[src/rtl/arb_req_ctl.sv]
// Requester-side controller for an asynchronous mutex-tree arbiter.
// Each channel turns client req/done into a four-phase arb_req/arb_gnt handshake and enforces an optional hold limit.
module arb_req_ctl #(
  parameter int MR      = 4,
  parameter int SYNC    = 2,
  parameter int MAXHOLD = 0
) (
  input  logic          clk,
  input  logic          rst_n,
  input  logic [MR-1:0] cli_req,
  input  logic [MR-1:0] cli_done,
  output logic [MR-1:0] cli_gnt,
  output logic [MR-1:0] cli_abort,
  output logic [MR-1:0] arb_req,
  input  logic [MR-1:0] arb_gnt,
  output logic          err
);

  localparam int CW = (MAXHOLD > 0) ? $clog2(MAXHOLD + 1) : 1;
  localparam logic [CW-1:0] HOLD_LAST = (MAXHOLD > 0) ? CW'(MAXHOLD - 1) : '0;

  typedef enum logic [1:0] {IDLE, REQ, OWN, REL} state_e;

  state_e        state_q   [MR];
  logic [CW-1:0] hold_q    [MR];
  logic [MR-1:0] sync_q    [SYNC];
  logic [MR-1:0] gs;
  logic [MR-1:0] arb_req_q;
  logic [MR-1:0] cli_gnt_q;
  logic [MR-1:0] cli_abort_q;
  logic          err_q;

  assign gs        = sync_q[SYNC-1];
  assign arb_req   = arb_req_q;
  assign cli_gnt   = cli_gnt_q;
  assign cli_abort = cli_abort_q;
  assign err       = err_q;

  // Synchronisers reset high and channels start in REL: a stale grant must drain before IDLE.
  always_ff @(posedge clk or negedge rst_n) begin
    if (!rst_n) begin
      for (int unsigned k = 0; k < SYNC; k++) sync_q[k] <= '1;
      for (int unsigned i = 0; i < MR; i++) begin
        state_q[i] <= REL;
        hold_q[i]  <= '0;
      end
      arb_req_q   <= '0;
      cli_gnt_q   <= '0;
      cli_abort_q <= '0;
      err_q       <= 1'b0;
    end else begin
      sync_q[0] <= arb_gnt;
      for (int unsigned k = 1; k < SYNC; k++) sync_q[k] <= sync_q[k-1];

      for (int unsigned i = 0; i < MR; i++) begin
        cli_abort_q[i] <= 1'b0;
        case (state_q[i])
          IDLE: begin
            if (gs[i]) err_q <= 1'b1;
            if (cli_req[i]) begin
              state_q[i]   <= REQ;
              arb_req_q[i] <= 1'b1;
            end
          end
          REQ: begin
            if (gs[i]) begin
              state_q[i]   <= OWN;
              cli_gnt_q[i] <= 1'b1;
              hold_q[i]    <= '0;
            end
          end
          OWN: begin
            if (cli_done[i]) begin
              state_q[i]   <= REL;
              arb_req_q[i] <= 1'b0;
              cli_gnt_q[i] <= 1'b0;
            end else if ((MAXHOLD > 0) && (hold_q[i] == HOLD_LAST)) begin
              state_q[i]     <= REL;
              arb_req_q[i]   <= 1'b0;
              cli_gnt_q[i]   <= 1'b0;
              cli_abort_q[i] <= 1'b1;
            end else if (MAXHOLD > 0) begin
              hold_q[i] <= hold_q[i] + 1'b1;
            end
          end
          REL: begin
            if (!gs[i]) state_q[i] <= IDLE;
          end
          default: state_q[i] <= REL;
        endcase
      end
    end
  end

endmodule
[config.mk]
export PLATFORM = sky130hd
export DESIGN_NAME = arb_req_ctl
export DESIGN_NICKNAME = d
export VERILOG_FILES = /design/src/rtl/arb_req_ctl.sv
export SDC_FILE = /design/constraint.sdc
export NUM_CORES = 1
export LEC_CHECK = 0
export ABC_AREA = 1
export CORE_ASPECT_RATIO = 0.75
export CORE_MARGIN = 2
export CORE_UTILIZATION = 45
export DETAILED_ROUTE_END_ITERATION = 16
export HOLD_SLACK_MARGIN = 0.02
export PLACE_DENSITY = 0.78
export SETUP_SLACK_MARGIN = 0.5
export SLEW_MARGIN = 20
export SYNTH_ARGS = -nofsm -noshare
export SYNTH_HDL_FRONTEND = slang
export SYNTH_SLANG_ARGS = --single-unit
[constraint.sdc]
create_clock -name clk -period 1.6 [get_ports clk]
set_input_delay 0.32 -clock clk [delete_from_list [all_inputs] [get_ports clk]]
set_output_delay 0.32 -clock clk [all_outputs]
set_load 0.01 [all_outputs]
* Yosys cells after proc, flatten, opt, wreduce, memory -nomap -nowiden
Index checks and enable logic that the tools add are counted.
** Word-level totals
- Input port bits :: 14
- Bits in writable memories :: 0
- Latch bits :: 0
- Flip-flop bits (word level) :: 25
- Memory bits (read-only) :: 0
- Memories kept :: 0
** Cells by class
- Shift-type cells :: 0
- Reductions and logical operators :: 24
- Eq/ne operators :: 28
- Multipliers :: 0
- $lt $le $gt $ge :: 0
- Bitwise logic cells :: 0
- Divide/modulo/power cells :: 0
- Add/subtract/negate cells :: 0
- Mux-type cells :: 48
** Operator list (count)
- $mux W2 :: 16
- $ne A2 B2 Y1 const B :: 16
- $pmux W2 S4 :: 4
- $reduce_and A3 Y1 :: 8
- $mux W1 :: 20
- $eq A2 B2 Y1 const B :: 8
- $pmux W1 S2 :: 8
- $reduce_and A4 Y1 :: 4
- $reduce_bool A2 Y1 :: 8
- $eq A2 B1 Y1 const B :: 4
- $logic_not A2 Y1 :: 4

* Longest topological paths before layout
Gate-level depths: netlist (run 1).
- Word-level depth :: 8
- Gate-level depth with buffers :: 7

* Worst setup path before layout (run 1)
Ideal clock, no wire load.
- Path kind :: register to register
- Start :: register state_q[0] in the netlist's numbering
- End :: register state_q[0] in the netlist's numbering
- Stages on the path, launching flop included :: 7
- Data arrival time :: 1.163 ns
- Required time :: 1.521 ns
- Path slack :: 0.359 ns
- Period minus slack after synthesis :: 1.241 ns
- Path buffers :: 0
- Path through :: dfstp_2 inv_1 ha_1 nand2_1 nand2_2 o21ai_1 nand2_1
** On the way
- Word-level cells in the longest chain between the ends :: 3
- Elaborated cells on any way between the ends :: 10
- Those cells by class :: 7 x eq/ne; 1 x mux; 2 x reduce/logical
** Ends and longest elaborated chain
- start, declared :: RTL line 24 : state_e state_q [MR];
- start signal, assigned by index :: RTL line 44 : state_q[i] <= REL;
- start signal, assigned by index :: RTL line 61 : state_q[i] <= REQ;
- start signal, assigned by index :: RTL line 67 : state_q[i] <= OWN;
- $eq A2 B2 Y1 (tied with other cells) :: RTL line 57 : case (state_q[i])
- $ne A2 B2 Y1 (no line)
- $reduce_and A4 Y1 (no line)
Several ways; a longest one is shown, not always the timed one.
A chain may end at the register's enable or synchronous reset.

* Final worst setup path (run 1)
- Start :: register state_q[7] in the netlist's numbering
- End :: register state_q[6] in the netlist's numbering
The elaborated chain is that of the path after synthesis.

==> results.ini, run 1 <==
[sta]
clock_skew_ns = 0.0133
slew_violations = 0
rsz0062_at_grt = yes
hold_slack_ns = 0.359
setup-violations-final = 0
post-route-period-util_pct = 81.4
final.setup.tns_ns = 0
min_period_ns = 1.30
max_freq_ghz = 0.767
hold_viol = 0

[cts]
tritoncts = yes
cts_sinks = 25
cts-root-buf = clkbuf_8
clk_pin_slew_worst_paths_ns = 0.10
clockBufferDepth = 2
insertion_delay_ns = 0.28
holdBufCountCts = 0
cts_max_level = 1
cts_inserted_buffers = 3

[finish]
fill_cells = 197
num-nets-final = 239
n_antenna_cell = 0
final_layout_size_suffix_gt1_share_pct = 59.6
area_growth_pct = 51.8
final_cells = 246

[synth]
ys_seq_area_share_pct = 44.6
yosysUniqueCellTypes = 17
syn-cell-area_mm2 = 0.00145
ys_top_cells_by_area = dfstp_2, dfrtp_1, ha_1
synth_top_area_share_pct = 29.0
avgSynthCellArea_um2 = 8.89
synth_top_cell_by_area = dfstp_2
ys_seq_elements = 25
yosysWarnings = 0
syn_inst = 163

[place]
gp_congestion = 0.793
dpl.hpwl_mm = 2.12
io_buffer_count = 22
placedCellCount = 223

[drt]
wl_per_cell_um = 14.2
vias_per_cell = 4.94
finalWirelength_mm = 3.50
drtIter0Drc = 62
drcViolationCount = 0
vias = 1215
ant_nets = 0
first_pass_iters = 4

[worst_setup_path]
cp.arrival_ns = 1.52
startpoint_type = register
cp_data_required_time_ns = 1.81
worst-r2r-setup-slack_ns = 0.30
crit_fanout = 3
crit_type = reg -> reg
endpoint_kind = register

[die]
initial_core_util_pct = 48.3
core_mm2 = 0.00300
die_h_um = 53.1
die_area_mm2 = 0.00369
die_w_um = 69.5
fp-row-count = 17
pin_count = 27

[global_route]
grt_max_degree = 26
first_global_vias = 1237
grt_use_total_pct = 19.5
grt_pass1_wl_mm = 5.55
grt_antenna_before_repair = 0
grt-ovfl-total = 0

[power]
power.density_mw_per_mm2 = 1950
ir_drop_mv = 0.848
p_leak_uw = 0.00106

[run_status]
status = completed

[run]
drv_cap = 0

[hold_path]
hold_path_class = reg -> reg

final cells by class:
type,instances,area [um2],area share (%)
multi-input cells,108,987,44.9
repair buffers,42,349,15.9
well taps,38,47.5,2.16
flip-flops and latches,25,646,29.4
clock inverters,1,5.00,0.228
inverters,29,124,5.63
clock buffers,3,41.3,1.88
path summary, 6_finish.rpt:
kind,endpoint,depth (start not counted),from
setup / recovery,state_q[6],7,state_q[7]
hold / removal,gs[2],0,sync_q[6]
setup reg to reg,state_q[6],7,state_q[7]
hold reg to reg,gs[2],0,sync_q[6]
max in group asynchronous,gs[2],2,rst_n
min in group asynchronous,cli_gnt[1],2,rst_n
critical path, cell delays in order, from the launching register on:
cell and delay, ns:
dfstp_2 0.62, buf_4 0.15, ha_1 0.13, nand2_1 0.08
nand2_4 0.10, nor2_4 0.04, nand2_1 0.06, nand2_1 0.06
per-stage QoR:
step / util, % / area, um2 / total power, uW / setup WS [ns]
3_5_place_dp: 60.8 / 1820 / 3010 / 0.225
2_1_floorplan: - / 1580 / 2490 / 0.446
5_1_grt: 73.3 / 2200 / 4600 / 0.254
4_1_cts: 69.5 / 2080 / 3920 / 0.319
3_3_place_gp: 60.8 / 1820 / 2890 / 0.328
6_report: 73.3 / 2200 / 4290 / 0.297
Yosys cell counts:
cell	count
ha_1	16
nand4_1	1
nor2_4	4
o21ai_0	4
inv_1	25
nand2_4	8
buf_4	4
dfstp_2	16
conb_1	1
a21oi_1	4
nand2_2	1
dfrtp_1	9
o21ai_1	11
nand2_1	48
a21boi_0	1
nand3_1	6
inv_2	4
layer usage:
layer  share of wire [%]  global-route usage, %  wire (um)
met2                  52                   38.0       1820
met5                   0                      0          0
met1                  41                   21.6       1450
met3                 4.7                   3.81        163
met4                 2.0                   6.54         71
flip-flops by register name, indices dropped and copies added, names as in the netlist:
name	flops
sync_q	4
err	1
cli_gnt	4
arb_req	4
gs	4
state_q	8
cells in the final DEF, fill, tap and decap left out, types with 2 or more instances in the layout:
cell type        instances
o21ai_1                 12
ha_1                     2
nand2_4                 19
inv_4                    6
inv_2                   12
nor2_4                   4
nand3_1                  2
buf_4                   16
clkdlybuf4s50_1         13
clkbuf_8                 3
conb_1                   4
ha_4                    13
nand3_2                  4
nand2_1                 27
buf_6                    3
buf_2                    8
inv_1                   11
dfstp_2                 16
a21oi_2                  2
nand2_2                 11
a21oi_1                  2
dfrtp_1                  9
o21ai_2                  3
where the power goes:
group          leakage (uW)  internal [uW]  switching [uW]
Combinational      0.000770           1300            1430
Clock             0.0000255            175             210
Sequential         0.000264            945             236
cells by family (layout without fill, tap and decap cells):
| logic type | count (synthesis) | in the layout | synth area share (%) |
|---|---|---|---|
| compound gates | 20 | 20 | 7.08 |
| fa+ha+maj | 16 | 16 | 13.8 |
| buf+inv | 33 | 75 | 9.59 |
| flops | 25 | 25 | 44.6 |
| other cells | 1 | 4 | 0.259 |
| simple gates | 68 | 68 | 24.7 |
repair_timing:
item	4_1_cts	5_1_grt
endpoints found under the setup margin	26	26
buffers inserted	12	7
resized for setup	72	20
pin swaps	15	18
hold endpoints to repair	0	0
Power figures use the tool's default switching activity.
==> inputs of run 2 (changes only) <==
--- a/config.mk
+++ b/config.mk
@@ -11,7 +11,7 @@
 export CORE_UTILIZATION = 45
 export DETAILED_ROUTE_END_ITERATION = 16
 export HOLD_SLACK_MARGIN = 0.02
-export PLACE_DENSITY = 0.78
+export PLACE_DENSITY = 0.81
 export SETUP_SLACK_MARGIN = 0.5
 export SLEW_MARGIN = 20
 export SYNTH_ARGS = -nofsm -noshare
==> constraint.sdc (replaced) <==
create_clock -name clk -period 1.1 [get_ports clk]
set_input_delay 0.22 -clock clk [delete_from_list [all_inputs] [get_ports clk]]
set_output_delay 0.22 -clock clk [all_outputs]
set_load 0.01 [all_outputs]
==> run 2 against run 1 <==
Net effect: the run now ends with setup timing left; largest power group unchanged; critical path type unchanged; critical path depth stayed put; cell area is 0.97% lower; highest routed layer is now met3; clock skew is 0.012 ns lower; largest cell class unchanged; core utilization is 0.71 points lower.
==> results.ini, run 2 (same netlist as run 1, synthesis figures left out) <==
[run_status]
status = finished with violations
violations = setup timing

[finish]
regMostFlops = state_q
final_cells = 246  ; unchanged
fin_area_mm2 = 0.00218  ; -0.97%
final_layout_size_suffix_gt1_share_pct = 56.7  ; -2.9 points
fill_cells = 210  ; +6.6%
final_common_cell = nand2_1
largest_register_ffs = 8  ; unchanged
num-nets-final = 239  ; unchanged
final_util_pct = 72.6  ; -0.71 points
n_antenna_cell = 0  ; unchanged
final_cell_mix = nand2_1, nand2_4, buf_4
area_growth_pct = 50.3

[sta]
post-route-period-util_pct = 117  ; +36 points
final.setup.tns_ns = -2.22  ; -2.22 ns
slew_violations = 0  ; unchanged
timing.final.ws_setup_ns = -0.189  ; -0.486 ns
min_period_ns = 1.29  ; -0.0139 ns
setup-violations-final = 17  ; +17
clock_skew_ns = 0.00143  ; -0.0118 ns
rsz0062_at_grt = yes
hold_viol = 0  ; unchanged
max_freq_ghz = 0.776  ; +1.1%

[cts]
cts_sinks = 25  ; unchanged
clockBufferDepth = 2  ; unchanged
cts-root-buf = clkbuf_8
cts_max_level = 1  ; unchanged
insertion_delay_ns = 0.27  ; about the same
clk_pin_slew_worst_paths_ns = 0.09  ; about the same
tritoncts = yes
holdBufCountCts = 0  ; unchanged
cts_inserted_buffers = 3  ; unchanged

[global_route]
grt_pass1_wl_mm = 5.41  ; -2.5%
grt_use_total_pct = 18.8  ; -0.69 points
first_global_vias = 1206  ; -2.5%
grt-ovfl-total = 0  ; unchanged
grt_max_degree = 26  ; unchanged
grt_antenna_before_repair = 0  ; unchanged

[drt]
finalWirelength_mm = 3.10  ; -11%
wl_per_cell_um = 12.6  ; -11%
drcViolationCount = 0  ; unchanged
vias_per_cell = 4.68  ; -5.2%
ant_nets = 0  ; unchanged
first_pass_iters = 4  ; unchanged
vias = 1152  ; -5.2%
drtIter0Drc = 39  ; -37%

[die]
die_w_um = 69.5  ; unchanged
die_h_um = 53.1  ; unchanged
die_area_mm2 = 0.00369  ; unchanged
pin_count = 27  ; unchanged
initial_core_util_pct = 48.3  ; unchanged
core_mm2 = 0.00300  ; unchanged
fp-row-count = 17  ; unchanged

[power]
ir_drop_mv = 1.55  ; +82%
p_leak_uw = 0.00106  ; about the same
power.density_mw_per_mm2 = 2730  ; +40%

[worst_setup_path]
timing.rr.end = state_q[2]
endpoint_kind = register
cp_data_required_time_ns = 1.31  ; -0.50 ns
cp.arrival_ns = 1.50  ; -0.02 ns
crit_fanout = 4  ; +1
r2r-start = state_q[3]
startpoint_type = register
reg2reg_depth = 7  ; unchanged
worst-r2r-setup-slack_ns = -0.19  ; -0.49 ns
crit_type = reg -> reg

[place]
dpl.hpwl_mm = 2.20  ; +3.5%
place_ws_ns = -0.164  ; -0.389 ns
gp_congestion = 0.797  ; +0.52%
placedCellCount = 231  ; +3.6%
place_area_mm2 = 0.00191  ; +4.7%
io_buffer_count = 22  ; unchanged

[run]
drv_cap = 0  ; unchanged

[hold_path]
hold_path_class = in -> async

[run 2: cell types whose count changed in the layout (fill, tap and decap cells not counted), moves of 2 or more]
cell / previous run / this run
nand2_1: 27 / 31
nand2_2: 11 / 7
ha_1: 2 / 4
inv_1: 11 / 13
nand3_1: 2 / 0
nand3_2: 4 / 6
[run 2: how the worst max path moves through the flow]
stage / endpoint / slack [ns] / startpoint
global placement: state_q[6] / -0.12 / state_q[6]
finish: state_q[2] / -0.19 / state_q[3]
global route: state_q[2] / -0.24 / state_q[3]
detailed placement: state_q[2] / -0.16 / state_q[3]
CTS: arb_req[2] / -0.17 / state_q[3]
floorplan: state_q[0] / -0.05 / state_q[1]
[run 2: critical path, cell delays in order (launching register included)]
cell and delay [ns]:
dfstp_2 0.61, inv_4 0.06, ha_4 0.17, nand2_4 0.07, nand2_4 0.07, nor2_4 0.12
nand2_1 0.06, nand2_1 0.08
[run 2: final cells by class]
cell class | count | area (um2) | area share [%]
sequential | 25 | 646 | 29.6
multi-input combinational | 108 | 972 | 44.6
tap | 38 | 47.5 | 2.18
timing repair buffer | 42 | 345 | 15.9
clock buffer | 3 | 41.3 | 1.90
clock inverter | 1 | 5.00 | 0.230
inverter | 29 | 121 | 5.57
[run 2: metrics by stage]
step                      hold WS, ns  total power [uW]
final                           0.300              5950
after global routing            0.300              6440
after CTS                       0.304              5670
after detailed placement        0.347              4600
after global placement          0.346              4400
after floorplan               -0.0756              3660
[run 2: repair_timing]
action                                 CTS  global route
buffers inserted                         8             3
gates cloned                             0             0
endpoints found under the hold margin    0             0
pin swaps                                6            18
gates resized for setup                 62            20
setup endpoints to repair               26            26
[run 2: per-layer routing]
| metal | up-vias | global-route usage (%) | routed length, um |
|---|---|---|---|
| li1 | 584 | - | - |
| met1 | 546 | 22.0 | 1370 |
| met2 | 22 | 35.9 | 1600 |
| met3 | 0 | 4.95 | 135 |
| met4 | 0 | 2.61 | 0 |
| met5 | - | 0 | 0 |
[run 2: power by group]
part / internal, uW / switching (uW)
logic: 1750 / 1960
registers: 1370 / 319
clock network: 253 / 298
==> inputs of run 3 (changes only) <==
--- a/config.mk
+++ b/config.mk
@@ -9,10 +9,11 @@
 export CORE_ASPECT_RATIO = 0.75
 export CORE_MARGIN = 2
 export CORE_UTILIZATION = 45
+export CTS_CLUSTER_DIAMETER = 150
 export DETAILED_ROUTE_END_ITERATION = 16
 export HOLD_SLACK_MARGIN = 0.02
 export PLACE_DENSITY = 0.81
-export SETUP_SLACK_MARGIN = 0.5
+export SETUP_SLACK_MARGIN = 0.1
 export SLEW_MARGIN = 20
 export SYNTH_ARGS = -nofsm -noshare
 export SYNTH_HDL_FRONTEND = slang
==> results of run 3 <==
Final layout, timing and power as in run 2 (identical DEF).
==> edit 1, RTL diff (flow settings as in run 1) <==
Register the output `err` once more; this adds one clock of latency there. The other outputs are not delayed to match.
--- a/src/rtl/arb_req_ctl.sv
+++ b/src/rtl/arb_req_ctl.sv
@@ -35,5 +35,7 @@
   assign cli_gnt   = cli_gnt_q;
   assign cli_abort = cli_abort_q;
-  assign err       = err_q;
+  always_ff @(posedge clk) begin
+    err <= err_q;
+  end
 
   // Synchronisers reset high and channels start in REL: a stale grant must drain before IDLE.
Behaviour: not the same (Yosys sat finds a counterexample within 10 cycles, from zero or initial values and one cycle with rst_n low).
==> edit 1 against run 1 <==
Total power increased by 3.0%. Worst setup slack gained 0.022 ns. First-iteration DRC count shrank 65%. Area after synthesis is 0.60% lower. Sequential share of layout area is 1.0 points higher. Routed wire length shrank 6.0%. Final area fell by 0.17%. Clock skew is 0.0046 ns lower. Sequential cell count grew 1. Critical endpoint is now state_q[4]. Largest cell class unchanged. Highest routed layer unchanged.
==> edit 1: results (changes against run 1) <==
outcome finished clean (unchanged); asr flop ratio synth 96.2% (was 100%); fill count 197 (unchanged); Worst Path Max Fanout 4 (was 3); Pleak 1.08 nW (was 1.06 nW); antenna cells 0 (unchanged); CTS Root Cell clkbuf_8 (unchanged); largest register by flop count state_q (unchanged); GRT Total Usage 18.9% (was 19.5%); CTS max path bufs 2 (unchanged); routability cong. 0.740 (was 0.793); Worst Setup EP state_q[4] (was state_q[6]); max reg flops 8 (unchanged); post-DR wirelength/cell 13.4 um (was 14.2 um); CP arrival between 1.5 and 2 ns; CP max stage delay between 0.6 and 0.7 ns; worst setup path start state_q[5] (was state_q[7]); yosys warns 0 (unchanged); first-pass GRT wire length 5240 um (was 5550 um); Post-DP Area 1770 um2 (was 1820 um2); Critical Path Slowest Stage Cell dfstp_2 (unchanged); Final Skew 0.00868 ns (was 0.0133 ns); R2R cell count 7 (unchanged); top post-synthesis cells by area dfstp_2 29%, dfrtp_1 16%, ha_1 14%, nand2_1 13%, inv_1 7.3% (was dfstp_2 29%, dfrtp_1 16%, ha_1 14%, nand2_1 12%, inv_1 6.5%); CP Depth 7 (unchanged); nets 239 (unchanged); layout cells sized above 1 54.8% (was 59.6%); router iterations before antenna repair 4 (unchanged); DPL Wire Length 1970 um (was 2120 um); sequential element share of the synthesized area 46.2% (was 44.6%); initial DRC count 22 (was 62); antenna violations before repair 0 (unchanged); clk slew on worst S/H paths 0.10 ns (about the same); synth cell count leaders 51 x nand2_1, 28 x inv_1, 16 x dfstp_2, 16 x ha_1, 9 x dfrtp_1 (was 48 x nand2_1, 25 x inv_1, 16 x dfstp_2, 16 x ha_1, 11 x o21ai_1); routed via count 1182 (was 1215); peak supply drop 1.11 mV (was 0.848 mV); Netlist cell types 18 (was 17); total CTS buffers 3 (unchanged); capturing point of the worst reg2reg path state_q[4] (was state_q[6]); R2R Setup Slk 0.32 ns (was 0.30 ns); largest net degree at the start of global routing 26 (unchanged); clock latency on the worst-skew pair 0.28 ns (about the same)
edit 1: cell count changes after synthesis, sizes merged:
cell / delta
a21boi: -1
nand2: +2
a21oi: -1
dfxtp: +1
inv: +1
o21ai: +1
edit 1: power breakdown:
group	switching [mW]	internal, mW
Clock	0.215	0.335
Sequential	0.238	0.978
Combinational	1.42	1.23
Total	1.87	2.55
edit 1: cell type report:
cell class                 count  area [um2]  area share (%)
timing repair buffer          39         317            14.4
multi-input combinational    109         968            44.1
tap                           38        47.5            2.17
clock buffer                   3        41.3            1.88
clock inverter                 1        30.0            1.37
inverter                      30         125            5.70
sequential                    26         667            30.4
edit 1: worst min-delay path by stage:
stage               from          to  slack (ns)  depth (start not counted)
2_1_floorplan      rst_n  arb_req[0]        0.02                          0
3_3_place_gp   sync_q[5]       gs[1]        0.35                          0
3_5_place_dp   sync_q[5]       gs[1]        0.35                          0
4_1_cts        sync_q[6]       gs[2]        0.36                          0
5_1_grt        sync_q[6]       gs[2]        0.36                          0
6_report       sync_q[6]       gs[2]        0.36                          0
edit 1: routing by layer:
layer  GRT usage (%)  share of wire, %  vias to the layer above
met5               0                 0                        -
met4            6.54               1.3                        0
met3            4.76               4.5                        6
met2            37.0                53                       29
met1            20.1                41                      567
li1                -                 -                      580
edit 1: timing repair:
action / in CTS / in global routing
setup endpoints to repair: 26 / 26
buffers inserted: 11 / 5
pin swaps: 14 / 11
gates cloned: 0 / 0
gates resized for setup: 78 / 22
edit 1: cell families (layout without fill, tap and decap cells):
kind of cell / after synthesis / count (layout) / synth area share, %
AOI/OAI and AO/OA: 19 / 19 / 6.60
adders and majority gates: 16 / 16 / 13.9
buffers and inverters: 34 / 73 / 9.90
DFF: 26 / 26 / 46.2
other: 1 / 4 / 0.260
and+or+nand+nor: 70 / 70 / 23.1
edit 1: worst reg2reg max path, delay by kind of cell, from the launching register on:
family | cells | cell delay [ns]
adder cells (fa/ha/maj) | 1 | 0.18
buffers and inverters | 1 | 0.07
flip-flops | 1 | 0.63
AND/OR/NAND/NOR | 5 | 0.36
edit 1: stage by stage:
step | worst slack [ns] | utilization [%] | power, mW | instances | hold WS (ns)
global route | 0.253 | 73.2 | 4.74 | 246 | 0.364
finish | 0.319 | 73.2 | 4.42 | 246 | 0.361
detailed placement | 0.324 | 59.1 | 2.92 | 226 | 0.348
floorplan | 0.440 | - | 2.41 | 169 | 0.0244
global placement | 0.338 | 59.1 | 2.83 | 226 | 0.347
CTS | 0.339 | 69.4 | 4.06 | 241 | 0.363
==> edit 2, RTL diff (flow settings as in run 1) <==
Made on the original files. `SYNC`: 2 -> 4.
--- a/src/rtl/arb_req_ctl.sv
+++ b/src/rtl/arb_req_ctl.sv
@@ -3,5 +3,5 @@
 module arb_req_ctl #(
   parameter int MR      = 4,
-  parameter int SYNC    = 2,
+  parameter int SYNC    = 4,
   parameter int MAXHOLD = 0
 ) (
Formal check against the unedited RTL: not equivalent (a bounded check fails within 10 cycles, from zero or initial values and one cycle with rst_n low).
==> edit 2 against run 1 <==
Clock power grew 100%. Final area increased by 18%. Global-route usage shrank 0.39 points. Final cell count grew 8.1%. Hold slack got worse by 0.0049 ns. Worst setup slack worse by 0.032 ns. Total power rose by 22%. Clock skew fell by 0.0087 ns. Synthesized cell count increased by 5.5%. Sequential cell count up 8. Area after synthesis is 13% higher. Routed wire length grew 15%.
==> edit 2: results (changes against run 1) <==
Netlist cell types 18 (was 17); post-synthesis cell count 172 (was 163); R2R cell count 6 (was 7); sequential element share of the synthesized area 52.4% (was 44.6%); nets 255 (was 239); final worst slack 0.264 ns (was 0.297 ns); Worst Setup EP arb_req[0] (was state_q[6]); FF+latch area 856 um2 (was 646 um2); outcome finished clean (unchanged); synth cell count leaders 48 x nand2_1, 27 x inv_1, 24 x dfstp_2 (was 48 x nand2_1, 25 x inv_1, 16 x dfstp_2, 16 x ha_1, 11 x o21ai_1); dpl cells 234 (was 223); vias per cell 4.97 (was 4.94); # H-tree levels 2 (was 1); Clock buf/inv share 4.16% (was 2.10%); grt met2 use 29.7% (was 38.0%); count of plain and timing-repair buffers 47 (was 42); multi-input gate share of total cell area 40.3% (was 44.9%); DP Worst Slack 0.303 ns (was 0.225 ns); met1 Use GR 23.2% (was 21.6%); GRT Total Usage 19.1% (was 19.5%); Syn-to-layout area delta 58.5% (was 51.8%); PostCTS Resize Cnt 86 (was 72); WHS 0.355 ns (was 0.359 ns); postcts setup bufs 17 (was 12); router iterations before antenna repair 7 (was 4); routed via count 1323 (was 1215); post-DR wirelength/cell 15.1 um (was 14.2 um); Worst Path Max Fanout 4 (was 3); Final Skew 0.00456 ns (was 0.0133 ns); clock buffers 6 (was 3); routability cong. 0.814 (was 0.793); GR Util met3 5.25% (was 3.81%); peak supply drop 1.15 mV (was 0.848 mV); top post-synthesis cells by area dfstp_2 39%, dfrtp_1 14%, ha_1 12%, nand2_1 11%, inv_1 6.2% (was dfstp_2 29%, dfrtp_1 16%, ha_1 14%, nand2_1 12%, inv_1 6.5%); capturing point of the worst reg2reg path arb_req[0] (was state_q[6]); sw frac 41.4% (was 43.7%); fill count 213 (was 197); largest net degree at the start of global routing 34 (was 26); DPL Wire Length 1920 um (was 2120 um); DR WL met2 2120 um (was 1820 um); initial DRC count 81 (was 62); R2R Setup Slk 0.26 ns (was 0.30 ns); inverters 30 (was 29); Pleak 1.24 nW (was 1.06 nW); total CTS buffers 5 (was 3)
[edit 2: cell count changes after synthesis]
cell / run 1 / this run
nand3_1: 6 / 7
inv_2: 4 / 3
nand2_2: 1 / 6
nor2_4: 4 / 3
inv_1: 25 / 27
nor2_2: 0 / 1
dfstp_2: 16 / 24
a21oi_1: 4 / 3
nand2_4: 8 / 3
[edit 2: power groups by stage]
stage                     combinational [mW]  sequential, mW  clock [mW]
after global routing                    3.26            1.49       0.835
final                                   2.99            1.46       0.770
after global placement                  1.68            1.40           0
after detailed placement                1.73            1.41           0
after floorplan                         1.21            1.41           0
after CTS                               2.50            1.40       0.777
[edit 2: cell families (layout without fill, tap and decap cells)]
group,after synthesis,count (layout),synth area share [%]
adders and majority gates,16,16,12.3
AOI/OAI and AO/OA,19,19,5.98
other,1,4,0.230
and+or+nand+nor,69,69,20.4
DFF,33,33,52.4
buffers and inverters,34,85,8.74
